[src/rtl/cbus_rr_arbiter_pkg.sv]
// Shared cache-bus payload types and arbiter constants for cbus_rr_arbiter.
// The optional CBUS_ARB_PERF_EN build uses PERF_CNT_W for its counters.
package cbus_rr_arbiter_pkg;

    localparam int unsigned CBUS_ARB_MAX_PORTS = 16;
    localparam int unsigned CBUS_ADDR_W        = 64;
    localparam int unsigned CBUS_DATA_W        = 64;
    localparam int unsigned CBUS_STRB_W        = 8;
    localparam int unsigned CBUS_ID_W          = 8;
    localparam int unsigned PERF_CNT_W         = 32;

    typedef enum logic [3:0] {
        MLEN1  = 4'd0,
        MLEN2  = 4'd1,
        MLEN4  = 4'd2,
        MLEN8  = 4'd3,
        MLEN16 = 4'd4
    } cbus_mlen_t;

    // 151-bit request payload
    typedef struct packed {
        logic                   valid;
        logic                   is_write;
        logic                   uncached;
        logic [CBUS_ID_W-1:0]   id;
        logic [CBUS_ADDR_W-1:0] addr;
        cbus_mlen_t             len;
        logic [CBUS_STRB_W-1:0] wstrb;
        logic [CBUS_DATA_W-1:0] wdata;
    } cbus_req_t;

    // 66-bit response payload
    typedef struct packed {
        logic                   ready;
        logic                   last;
        logic [CBUS_DATA_W-1:0] rdata;
    } cbus_resp_t;

    typedef enum logic {
        ARB_IDLE = 1'b0,
        ARB_BUSY = 1'b1
    } arb_state_t;

    // Grant index width; a single port still needs one bit.
    function automatic int unsigned arb_idx_w(input int unsigned n);
        return (n > 1) ? $clog2(n) : 1;
    endfunction

endpackage

[src/rtl/cbus_rr_arbiter_if.sv]
// Bundle of upstream/downstream cbus signals around cbus_rr_arbiter.
// grant_cnt/stall_cnt exist only when CBUS_ARB_PERF_EN is defined.
interface cbus_rr_arbiter_if
    import cbus_rr_arbiter_pkg::*;
#(
    parameter  int unsigned NUM_PORTS = 2,
    localparam int unsigned IDX_W     = arb_idx_w(NUM_PORTS)
) ();

    cbus_req_t              ireqs  [NUM_PORTS];
    cbus_resp_t             iresps [NUM_PORTS];
    cbus_req_t              oreq;
    cbus_resp_t             oresp;
    logic                   busy;
    logic [IDX_W-1:0]       grant_idx;
`ifdef CBUS_ARB_PERF_EN
    logic [NUM_PORTS-1:0][PERF_CNT_W-1:0] grant_cnt;
    logic [PERF_CNT_W-1:0]                stall_cnt;
`endif

    // Arbiter side
    modport slave (
        input  ireqs,
        input  oresp,
        output iresps,
        output oreq,
        output busy,
        output grant_idx
`ifdef CBUS_ARB_PERF_EN
        ,
        output grant_cnt,
        output stall_cnt
`endif
    );

    // Masters plus memory side
    modport master (
        output ireqs,
        output oresp,
        input  iresps,
        input  oreq,
        input  busy,
        input  grant_idx
`ifdef CBUS_ARB_PERF_EN
        ,
        input  grant_cnt,
        input  stall_cnt
`endif
    );

endinterface

[src/rtl/cbus_rr_arbiter_rr_pick.sv]
// Combinational requester pick: round-robin from rr_ptr_i, or lowest index
// when FIXED_PRIO is set.
module cbus_rr_arbiter_rr_pick
    import cbus_rr_arbiter_pkg::*;
#(
    parameter  int unsigned NUM_PORTS  = 2,
    parameter  bit          FIXED_PRIO = 1'b0,
    localparam int unsigned IDX_W      = arb_idx_w(NUM_PORTS)
) (
    input  logic [NUM_PORTS-1:0] valid_i,
    input  logic [IDX_W-1:0]     rr_ptr_i,
    output logic                 any_c_o,
    output logic [IDX_W-1:0]     idx_c_o
);

    logic        found;
    int unsigned cand;

    // First valid port in scan order; the scan wraps N-1 back to 0.
    always_comb begin
        found   = 1'b0;
        cand    = 0;
        idx_c_o = '0;
        for (int unsigned k = 0; k < NUM_PORTS; k++) begin
            cand = FIXED_PRIO ? k : (32'(rr_ptr_i) + k);
            if (cand >= NUM_PORTS) begin
                cand = cand - NUM_PORTS;
            end
            if (!found && valid_i[IDX_W'(cand)]) begin
                found   = 1'b1;
                idx_c_o = IDX_W'(cand);
            end
        end
    end

    assign any_c_o = |valid_i;

endmodule

[src/rtl/cbus_rr_arbiter.sv]
// N-to-1 cbus arbiter with registered grant, burst locking and round-robin or
// fixed priority; define CBUS_ARB_PERF_EN to add grant/stall counters.
module cbus_rr_arbiter
    import cbus_rr_arbiter_pkg::*;
#(
    parameter int unsigned NUM_PORTS  = 2,
    parameter bit          FIXED_PRIO = 1'b0
) (
    input  logic             clk,
    input  logic             reset,
    cbus_rr_arbiter_if.slave bus
);

    localparam int unsigned IDX_W = arb_idx_w(NUM_PORTS);

    if (NUM_PORTS < 1 || NUM_PORTS > CBUS_ARB_MAX_PORTS) begin : g_bad_ports
        $error("cbus_rr_arbiter: NUM_PORTS out of range");
    end

    arb_state_t           state_q;
    logic [IDX_W-1:0]     grant_q;
    logic [IDX_W-1:0]     rr_ptr_q;
    logic [NUM_PORTS-1:0] valid_vec_c;
    logic                 pick_any_c;
    logic [IDX_W-1:0]     pick_idx_c;
    logic                 busy_c;
    logic                 done_c;

    always_comb begin
        valid_vec_c = '0;
        for (int unsigned i = 0; i < NUM_PORTS; i++) begin
            valid_vec_c[i] = bus.ireqs[i].valid;
        end
    end

    cbus_rr_arbiter_rr_pick #(
        .NUM_PORTS  (NUM_PORTS),
        .FIXED_PRIO (FIXED_PRIO)
    ) u_pick (
        .valid_i  (valid_vec_c),
        .rr_ptr_i (rr_ptr_q),
        .any_c_o  (pick_any_c),
        .idx_c_o  (pick_idx_c)
    );

    assign busy_c = (state_q == ARB_BUSY);
    assign done_c = bus.oresp.ready && bus.oresp.last;

    // Grant is held until the downstream signals last; no mid-burst re-arbitration.
    always_ff @(posedge clk or posedge reset) begin
        if (reset) begin
            state_q  <= ARB_IDLE;
            grant_q  <= '0;
            rr_ptr_q <= '0;
        end else begin
            case (state_q)
                ARB_IDLE: begin
                    if (pick_any_c) begin
                        state_q <= ARB_BUSY;
                        grant_q <= pick_idx_c;
                    end
                end
                ARB_BUSY: begin
                    if (done_c) begin
                        state_q  <= ARB_IDLE;
                        rr_ptr_q <= ((32'(grant_q) + 32'd1) >= NUM_PORTS) ? '0
                                                                         : grant_q + IDX_W'(1);
                    end
                end
                default: state_q <= ARB_IDLE;
            endcase
        end
    end

    assign bus.busy      = busy_c;
    assign bus.grant_idx = grant_q;

    // Data path steers only through the locked grant; everything else reads zero.
    always_comb begin
        bus.oreq = busy_c ? bus.ireqs[grant_q] : '0;
        for (int unsigned i = 0; i < NUM_PORTS; i++) begin
            bus.iresps[i] = (busy_c && (grant_q == IDX_W'(i))) ? bus.oresp : '0;
        end
    end

`ifdef CBUS_ARB_PERF_EN
    logic [NUM_PORTS-1:0][PERF_CNT_W-1:0] grant_cnt_q;
    logic [PERF_CNT_W-1:0]                stall_cnt_q;
    logic                                 stall_c;

    // In IDLE nobody holds the grant, so any waiting requester is stalled.
    assign stall_c = busy_c ? |(valid_vec_c & ~(NUM_PORTS'(1) << grant_q))
                            : |valid_vec_c;

    always_ff @(posedge clk or posedge reset) begin
        if (reset) begin
            grant_cnt_q <= '0;
            stall_cnt_q <= '0;
        end else begin
            if (!busy_c && pick_any_c) begin
                grant_cnt_q[pick_idx_c] <= grant_cnt_q[pick_idx_c] + PERF_CNT_W'(1);
            end
            if (stall_c) begin
                stall_cnt_q <= stall_cnt_q + PERF_CNT_W'(1);
            end
        end
    end

    assign bus.grant_cnt = grant_cnt_q;
    assign bus.stall_cnt = stall_cnt_q;
`endif

endmodule

[src/flat_wrapper.sv]
// flat-port wrapper written by rule: the top's interface ports become plain ports
module cbus_rr_arbiter_flat import cbus_rr_arbiter_pkg::*;
#(
    parameter int unsigned NUM_PORTS  = 2,
    parameter bit          FIXED_PRIO = 1'b0
)
  (clk, reset, bus_ireqs, bus_oresp, bus_iresps, bus_oreq, bus_busy, bus_grant_idx);
  cbus_rr_arbiter_if #(.NUM_PORTS(NUM_PORTS)) bus_i ();
  input  logic clk;
  input  logic reset;
  input wire logic [$bits(bus_i.ireqs)-1:0] bus_ireqs;
  input wire logic [$bits(bus_i.oresp)-1:0] bus_oresp;
  output wire logic [$bits(bus_i.iresps)-1:0] bus_iresps;
  output wire logic [$bits(bus_i.oreq)-1:0] bus_oreq;
  output wire logic [$bits(bus_i.busy)-1:0] bus_busy;
  output wire logic [$bits(bus_i.grant_idx)-1:0] bus_grant_idx;
  assign bus_i.ireqs = {>>{bus_ireqs}};
  assign bus_i.oresp = bus_oresp;
  assign bus_iresps = {>>{bus_i.iresps}};
  assign bus_oreq = bus_i.oreq;
  assign bus_busy = bus_i.busy;
  assign bus_grant_idx = bus_i.grant_idx;
  cbus_rr_arbiter #(.NUM_PORTS(NUM_PORTS), .FIXED_PRIO(FIXED_PRIO)) u_core (.clk(clk), .reset(reset), .bus(bus_i));
endmodule
[config.mk]
export PLATFORM = sky130hd
export DESIGN_NAME = cbus_rr_arbiter_flat
export DESIGN_NICKNAME = d
export VERILOG_FILES = /design/src/rtl/cbus_rr_arbiter_pkg.sv /design/src/rtl/cbus_rr_arbiter_if.sv /design/src/rtl/cbus_rr_arbiter_rr_pick.sv /design/src/rtl/cbus_rr_arbiter.sv /design/src/flat_wrapper.sv
export SDC_FILE = /design/constraint.sdc
export NUM_CORES = 1
export LEC_CHECK = 0
export ABC_CLOCK_PERIOD_IN_PS = 2200
export BUFFER_PORTS_ARGS = -buffer_cell sky130_fd_sc_hd__buf_2
export CELL_PAD_IN_SITES_DETAIL_PLACEMENT = 1
export CELL_PAD_IN_SITES_GLOBAL_PLACEMENT = 2
export CORE_AREA = 2 2 254 256
export DETAILED_ROUTE_END_ITERATION = 7
export DIE_AREA = 0 0 256 258
export PLACE_DENSITY_LB_ADDON = 0.12
export SETUP_SLACK_MARGIN = 0.2
export SYNTH_ARGS = -nofsm -noshare
export SYNTH_HDL_FRONTEND = slang
export SYNTH_SLANG_ARGS = --single-unit
export TNS_END_PERCENT = 100
[constraint.sdc]
create_clock -name clk -period 2.2 [get_ports clk]
set_input_delay 0.44 -clock clk [delete_from_list [all_inputs] [get_ports clk]]
set_output_delay 0.44 -clock clk [all_outputs]
set_load 0.05 [all_outputs]
* Word-level counts from Yosys, hierarchy flattened
Cells that the tools add are included.
Storage, ports and cells: input bits 370, output and inout port bits 285, register bits after elaboration 3
Operators by class: magnitude comparators 6, $add $sub $neg 5, reductions and logical operators 8, bitwise gates (word level) 3, muxes and demuxes 19
Operators by type and width (number):
- $mux 151 | 4
- $mux 66 | 2
- $ge 32x2->1 const B | 1
- $mux 1 | 12
- $add 1x1->2 const B | 2
- $ge 2x2->1 const B | 2
- $logic_and 1x1->1 | 4
- $lt 1x2->1 const B | 2
- $reduce_and 2->1 | 2
- $ge 1x2->1 const B | 1
- $not 1->1 | 2
- $not 1->2 | 1
- $pmux 1 s2 | 1
- $reduce_or 2->1 | 1
- $sub 1x1->1 const B | 2
- $add 1x1->1 const B | 1
- $logic_not 1->1 | 1

* Depth between registers and ports, before layout
Gate-level depths: netlist (run 1).
depth after elaboration 8, depth in mapped cells 5

* Cells and area by module
From an unflattened synthesis (run 1), not the netlist that was laid out.
Unflattened totals: cell total of the unflattened synthesis 504, area total of the unflattened synthesis 3877.5 um^2
Modules (own cells, without submodules):
- cbus_rr_arbiter | cells each 501, sequential area each 75.1 um^2, times used 1, area an instance 3860.0 um^2
- cbus_rr_arbiter_rr_pick | cells each 3, sequential area each 0.0 um^2, times used 1, area an instance 17.5 um^2

* Least setup slack after synthesis (run 1)
Ideal clock, no wire load.
kind reg-to-output, start point register u_core.state_q, in the netlist u_core.bus.busy, end point output port bus_oreq[100], buffers on the path 3, slack -195 ps, stages on the path, launching flop included 5, data required time 1760 ps, arrival 1955 ps, cells stage by stage dfrtp_1 -> buf_4 -> buf_2 -> clkbuf_1 -> nor2b_1
On the way: cells in the longest elaborated chain, start to end 1
Ends and longest elaborated chain:
- from (decl) | line cbus_rr_arbiter.sv:20 | arb_state_t state_q;
- from (signal assigned) | line cbus_rr_arbiter.sv:52 | state_q <= ARB_IDLE;
- from (signal assigned) | line cbus_rr_arbiter.sv:59 | state_q <= ARB_BUSY;
- from (signal assigned) | line cbus_rr_arbiter.sv:65 | state_q <= ARB_IDLE;
- $mux 151 | line cbus_rr_arbiter.sv:80 | bus.oreq = busy_c ? bus.ireqs[grant_q] : '0;
- to (decl) | line flat_wrapper.sv:14 | output wire logic [$bits(bus_i.oreq)-1:0] bus_oreq;
Every way passes these cells.

* Worst setup path after layout (run 1)
start point register u_core.grant_q, in the netlist u_core.bus.grant_idx, end point output port bus_oreq[77]
On the way: cells in the longest elaborated chain, start to end 5
Ends and longest elaborated chain:
- from (decl) | line cbus_rr_arbiter.sv:21 | logic [IDX_W-1:0] grant_q;
- from (signal assigned) | line cbus_rr_arbiter.sv:60 | grant_q <= pick_idx_c;
- $not 1->2 (not written as such) | line cbus_rr_arbiter.sv:80
- $mux 151 (not written as such) (3 in series) | line cbus_rr_arbiter.sv:80
- $mux 151 | line cbus_rr_arbiter.sv:80
Every way passes these cells. The select of a mux whose other input is x is not followed.

==> results of run 1 <==
==> path summary, 6_finish.rpt <==
kind                                              to            startpoint
worst max-delay path                    bus_oreq[77]  u_core.bus.grant_idx
worst max register to register       u_core.bus.busy       u_core.bus.busy
worst min-delay path                 u_core.rr_ptr_q                 reset
max in group asynchronous       u_core.bus.grant_idx                 reset
min in group clk                u_core.bus.grant_idx        bus_ireqs[150]
worst min register to register  u_core.bus.grant_idx       u_core.rr_ptr_q
==> routing by layer <==
metal  up-vias  track usage [%]  share of wire, %
li1       3039                -                 -
met1      3034            9.884                35
met2       274            20.18                58
met3        18            2.866               6.1
met4         4            1.007              0.60
met5         -                0             0.081
==> final cells by class <==
cell class | instances | area, µm²
timing repair buffer | 717 | 5495
clock buffer | 4 | 78.83
fill | 7476 | 51400
tap | 855 | 1070
multi-input combinational | 443 | 5512
antenna | 5 | 12.51
sequential | 3 | 82.58
inverter | 1 | 3.754
==> kinds of logic after synthesis <==
logic type             count (synthesis)  share of synthesized area [%]
buffers and inverters                 58                          12.46
DFF                                    3                          1.912
and+or+nand+nor                      288                          46.37
muxes                                151                          38.50
AOI/OAI and AO/OA                      4                         0.7648
==> repair_timing <==
item                       in CTS  in global routing
gates resized for setup       151                538
setup buffers                   7                 16
pin swaps                      11                  8
hold buffers                    0                  0
setup endpoints to repair     276                283
gates cloned                    4                 12
==> sequential cells by signal, summed over array words and instances (netlist names) <==
register,cells
u_core.bus.grant_idx,1
u_core.rr_ptr_q,1
u_core.bus.busy,1
==> through the flow <==
stage	cell area [µm²]	TNS [ns]	total power (µW)	hold slack [ns]
after global placement	9344	0	7733	0.3670
final	12250	0	10370	0.1055
after CTS	10120	-1.654	8629	0.1261
after global routing	12250	-0.03518	10830	0.1335
after floorplan	5150	0	6061	0.1936
after detailed placement	9344	0	7706	0.3642
==> cell usage in the layout, fill, tap and decap left out, drive strengths merged <==
| cell type | netlist | final |
|---|---|---|
| nand2 | 1 | 1 |
| and2 | 66 | 66 |
| nor2b | 154 | 154 |
| buf | 32 | 645 |
| inv | 1 | 1 |
| a41oi | 1 | 1 |
| mux2i | 151 | 151 |
| a2bb2oi | 1 | 1 |
| clkbuf | 25 | 76 |
| a31oi | 2 | 2 |
| dfrtp | 3 | 3 |
| diode | 0 | 5 |
| nor3 | 1 | 1 |
| and3 | 66 | 66 |
==> power by group through the flow <==
stage | clock network (µW) | logic, µW | registers, µW
after global routing | 304 | 10400 | 86.2
final | 291 | 9990 | 84.7
after floorplan | 0 | 5960 | 98.1
after global placement | 0 | 7640 | 96.2
after detailed placement | 0 | 7610 | 97.1
after CTS | 294 | 8240 | 97.3
==> results.json, run 1 <==
{
  "finalCoreUtilization_pct": 19.25,
  "cts_buffers": 3,
  "slew_headroom_pct": 69.89,
  "grt_max_degree": 90,
  "initial_core_util_pct": 6.169,
  "synth.area.top_cells": "mux2i_1 38%, nor2b_1 24%, and2_1 11%",
  "first_iter_violations": 120,
  "cts_root_buffer": "clkbuf_16",
  "finalSetupViolCount": 0,
  "synth_edf_count": 0,
  "worst_pin_slew_ns": 0.4516,
  "worst_ep_required_time_ns": 1.76,
  "cp_num_buf_inv": 4,
  "hold_class": "in -> async",
  "cp_max_fo": 14,
  "r2r_cells": 4,
  "die_h_um": 258,
  "ys_types": 19,
  "pin_count": 655,
  "antenna_found_initial": 7,
  "synth_commonest_cells": "153 x nor2b_1, 151 x mux2i_1, 66 x and2_1",
  "critPathMaxStageDelay_ns": 0.48,
  "syn_area_per_cell_um2": 7.790,
  "grt_pass1_vias": 6645,
  "hold_viol": 0,
  "synth_area_leader_cell": "mux2i_1",
  "p_seq_share_pct": 0.8,
  "ir_worst_vdd_uv": 340.4,
  "first_pass_iters": 4,
  "reg2reg_slack_ns": 0.85,
  "synth_top_area_share_pct": 38.50,
  "portBuffers": 654,
  "clk_pin_slew_ns": 0.03,
  "crit_top_cell": "buf_12",
  "grt_overflow": 0,
  "grt_pass1_wl_um": 48220,
  "power.density_nw_per_um2": 846.2,
  "num_rows": 93,
  "cpLargestDelayFamily": "buffers and inverters",
  "worst_slack_ns": 0.03544,
  "die-area_um2": 66050,
  "p_clk_share_pct": 2.8,
  "track_usage_pct": 9.807,
  "ys_async_sr_fraction_pct": 100.0,
  "p_leak_uw": 0.006438,
  "die_w_um": 256,
  "critical_path_class": "reg -> out",
  "timing.fmax_mhz": 462.0,
  "period_minus_slack_ns": 2.165,
  "end_kind": "primary output",
  "drive_gt1_share_pct": 95.63,
  "maxCapViolCount": 0,
  "coreArea_um2": 63650,
  "post_drt_via_cell_ratio": 3.141,
  "p_sw_uw": 5844,
  "combinationalPowerShare_pct": 96.4,
  "placed_cells": 1980,
  "drv_slew": 0,
  "cts_tree": "done",
  "drc": 0,
  "areaGrowthSynthToFinish_pct": 212.1,
  "postRouteAntennaNets": 0,
  "vias": 6369,
  "crit_path_start_kind": "register",
  "cp_cell_sequence": "buf_12 -> buf_12 -> clkbuf_16 -> mux2i_2 -> nor2b_4 -> clkbuf_4",
  "worstSetupPathDepth": 6,
  "stdcell_count": 2028,
  "clock_latency_ns": 0.23,
  "rsz0062_at_grt": "true",
  "ys_ff_latch": 3,
  "pre_cts_ws_ns": 0.05660,
  "cts.sinks": 3,
  "cts.htree.levels": 1,
  "p_int_uw": 4526,
  "gp_congestion": 0.7838,
  "synthesis.area_um2": 3926,
  "hpwl_um": 29150,
  "finClkSkew_ns": 0.003544,
  "layout.nets": 1539,
  "ys.flop_type": "dfrtp_1",
  "ys_seq_area_share_pct": 1.912,
  "routedWlPerCell_um": 18.29,
  "swShare_pct": 56.36,
  "yosysMostFrequentCell": "nor2b_1",
  "routed_wl_um": 37100,
  "arrival_ns": 1.72,
  "syn-instance-count": 504,
  "cts_buffer_depth": 2,
  "status": "complete, no violations",
  "slowest_stage": "dfrtp_4",
  "yosys_warnings": 0,
  "period_share_pct": 98.39,
  "syn_nets": 874
}
(Power assumes the default switching activity.)
==> inputs of run 2 (changes only) <==
- BUFFER_PORTS_ARGS: -buffer_cell sky130_fd_sc_hd__buf_2 -> -buffer_cell sky130_fd_sc_hd__buf_4
==> run 2 against run 1 <==
Compared with the run above: critical path depth unchanged; clock skew down 0.0027 ns; die area unchanged; core utilization up 1.7 points; flip-flop and latch count unchanged; setup slack better by 0.031 ns; largest power group unchanged; highest routed layer is now met4.
==> results.json, run 2 (synthesis results as in run 1) <==
{
  "vias": 6338,
  "period_share_pct": 96.98,
  "portBuffers": 654,
  "ir_worst_vdd_uv": 267.4,
  "die_w_um": 256,
  "postRouteAntennaNets": 0,
  "antenna_found_initial": 1,
  "reg2reg_slack_ns": 0.90,
  "wl_met2_um": 21640,
  "hold_viol": 0,
  "hold_class": "in -> async",
  "pin_count": 655,
  "stdcell_count": 2008,
  "drv_slew": 0,
  "drc": 0,
  "cts.sinks": 3,
  "route.met3.wl_um": 2344,
  "cp_max_fo": 10,
  "rsz0062_at_grt": "true",
  "num_rows": 93,
  "wl_met1_um": 12410,
  "grt_max_degree": 57,
  "initial_core_util_pct": 6.169,
  "die-area_um2": 66050,
  "power.density_nw_per_um2": 791.5,
  "pre_cts_ws_ns": 0.1537,
  "hpwl_um": 29860,
  "placed_cells": 1976,
  "rr_startpoint": "u_core.bus.busy",
  "rr_endpoint": "u_core.bus.busy",
  "grt_pass1_wl_um": 50810,
  "mostFrequentLayoutCells": "516 x buf_4, 147 x nor2b_4, 111 x buf_6, 65 x mux2i_4, 60 x mux2i_2",
  "layout.nets": 1522,
  "cts_buffers": 3,
  "track_usage_pct": 10.34,
  "status": "complete, no violations",
  "worst_slack_ns": 0.06643,
  "crit_path_start_kind": "register",
  "drive_gt1_share_pct": 94.35,
  "post_drt_via_cell_ratio": 3.156,
  "worst_pin_slew_ns": 0.2715,
  "finClkSkew_ns": 0.0008790,
  "areaGrowthSynthToFinish_pct": 240.3,
  "die_h_um": 258,
  "clock_latency_ns": 0.22,
  "p_leak_uw": 0.006724,
  "critical_path_class": "reg -> out",
  "r2r_cells": 4,
  "first_pass_iters": 4,
  "slew_headroom_pct": 81.38,
  "grt_pass1_vias": 6906,
  "routedWlPerCell_um": 18.32,
  "dr.max_layer_used": "met4",
  "cts_buffer_depth": 2,
  "finalSetupViolCount": 0,
  "finalCoreUtilization_pct": 20.99,
  "routed_wl_um": 36780,
  "cts.htree.levels": 1,
  "coreArea_um2": 63650,
  "setup_tns_ns": 0,
  "end_kind": "primary output",
  "clk_pin_slew_ns": 0.03,
  "fill_cells": 7301,
  "worst_ep_required_time_ns": 1.76,
  "cts_tree": "done",
  "gp_congestion": 0.7781,
  "final_common_cell": "buf_4",
  "cts_root_buffer": "clkbuf_16",
  "period_minus_slack_ns": 2.134,
  "hold_buffers": 0,
  "timing.fmax_mhz": 468.7,
  "grt_overflow": 0,
  "first_iter_violations": 125,
  "arrival_ns": 1.69,
  "maxCapViolCount": 0
}
run 2: area by class of cell:
cell class | instances | area, µm² | area share [%]
inverters | 1 | 3.754 | 0.02809
clock buffers | 4 | 78.83 | 0.5899
repair buffers | 700 | 6480 | 48.50
flip-flops and latches | 3 | 82.58 | 0.6180
well taps | 855 | 1070 | 8.006
multi-input cells | 443 | 5642 | 42.22
diodes | 2 | 5.005 | 0.03746
run 2: metrics by stage:
stage          cell area (µm²)  hold WS, ns  total power, µW
2_1_floorplan             5150       0.1936             6061
3_3_place_gp             10980       0.3342             8477
3_5_place_dp             10980       0.3390             8443
4_1_cts                  12360       0.1051             9985
5_1_grt                  13360       0.1197            11040
6_report                 13360       0.1049            10580
run 2: report_power, final:
part | internal (µW) | switching, µW | total (µW)
Sequential | 72.0 | 18.6 | 90.6
Clock | 239 | 51.4 | 291
Combinational | 4440 | 5750 | 10200
Total | 4750 | 5820 | 10600
run 2: critical path, cell delays in order, from the launching register on:
cell and delay (ns):
dfrtp_4 0.50, buf_12 0.17, buf_12 0.13, buf_16 0.15, mux2i_4 0.20, nor2b_4 0.12, buf_8 0.15
run 2: worst max path at each step:
stage,slack (ns),depth (start not counted),to,start
after detailed placement,0.15,5,bus_oreq[83],u_core.bus.grant_idx
after CTS,0.07,6,bus_oreq[66],u_core.bus.grant_idx
after global routing,0.01,5,bus_oreq[120],u_core.bus.grant_idx
final,0.07,6,bus_oreq[58],u_core.bus.grant_idx
after global placement,0.14,5,bus_oreq[83],u_core.bus.grant_idx
after floorplan,0.10,4,bus_oreq[100],u_core.bus.busy
run 2: metal layers:
metal	global-route usage (%)	vias up
li1	-	3010
met1	10.53	3032
met2	21.28	278
met3	2.709	18
met4	1.251	0
met5	0	-
run 2: what timing repair did:
action / in CTS / in global routing
buffers inserted: 11 / 5
resized for setup: 215 / 200
setup endpoints to repair: 234 / 260
pin swaps: 0 / 0
cloned: 7 / 3
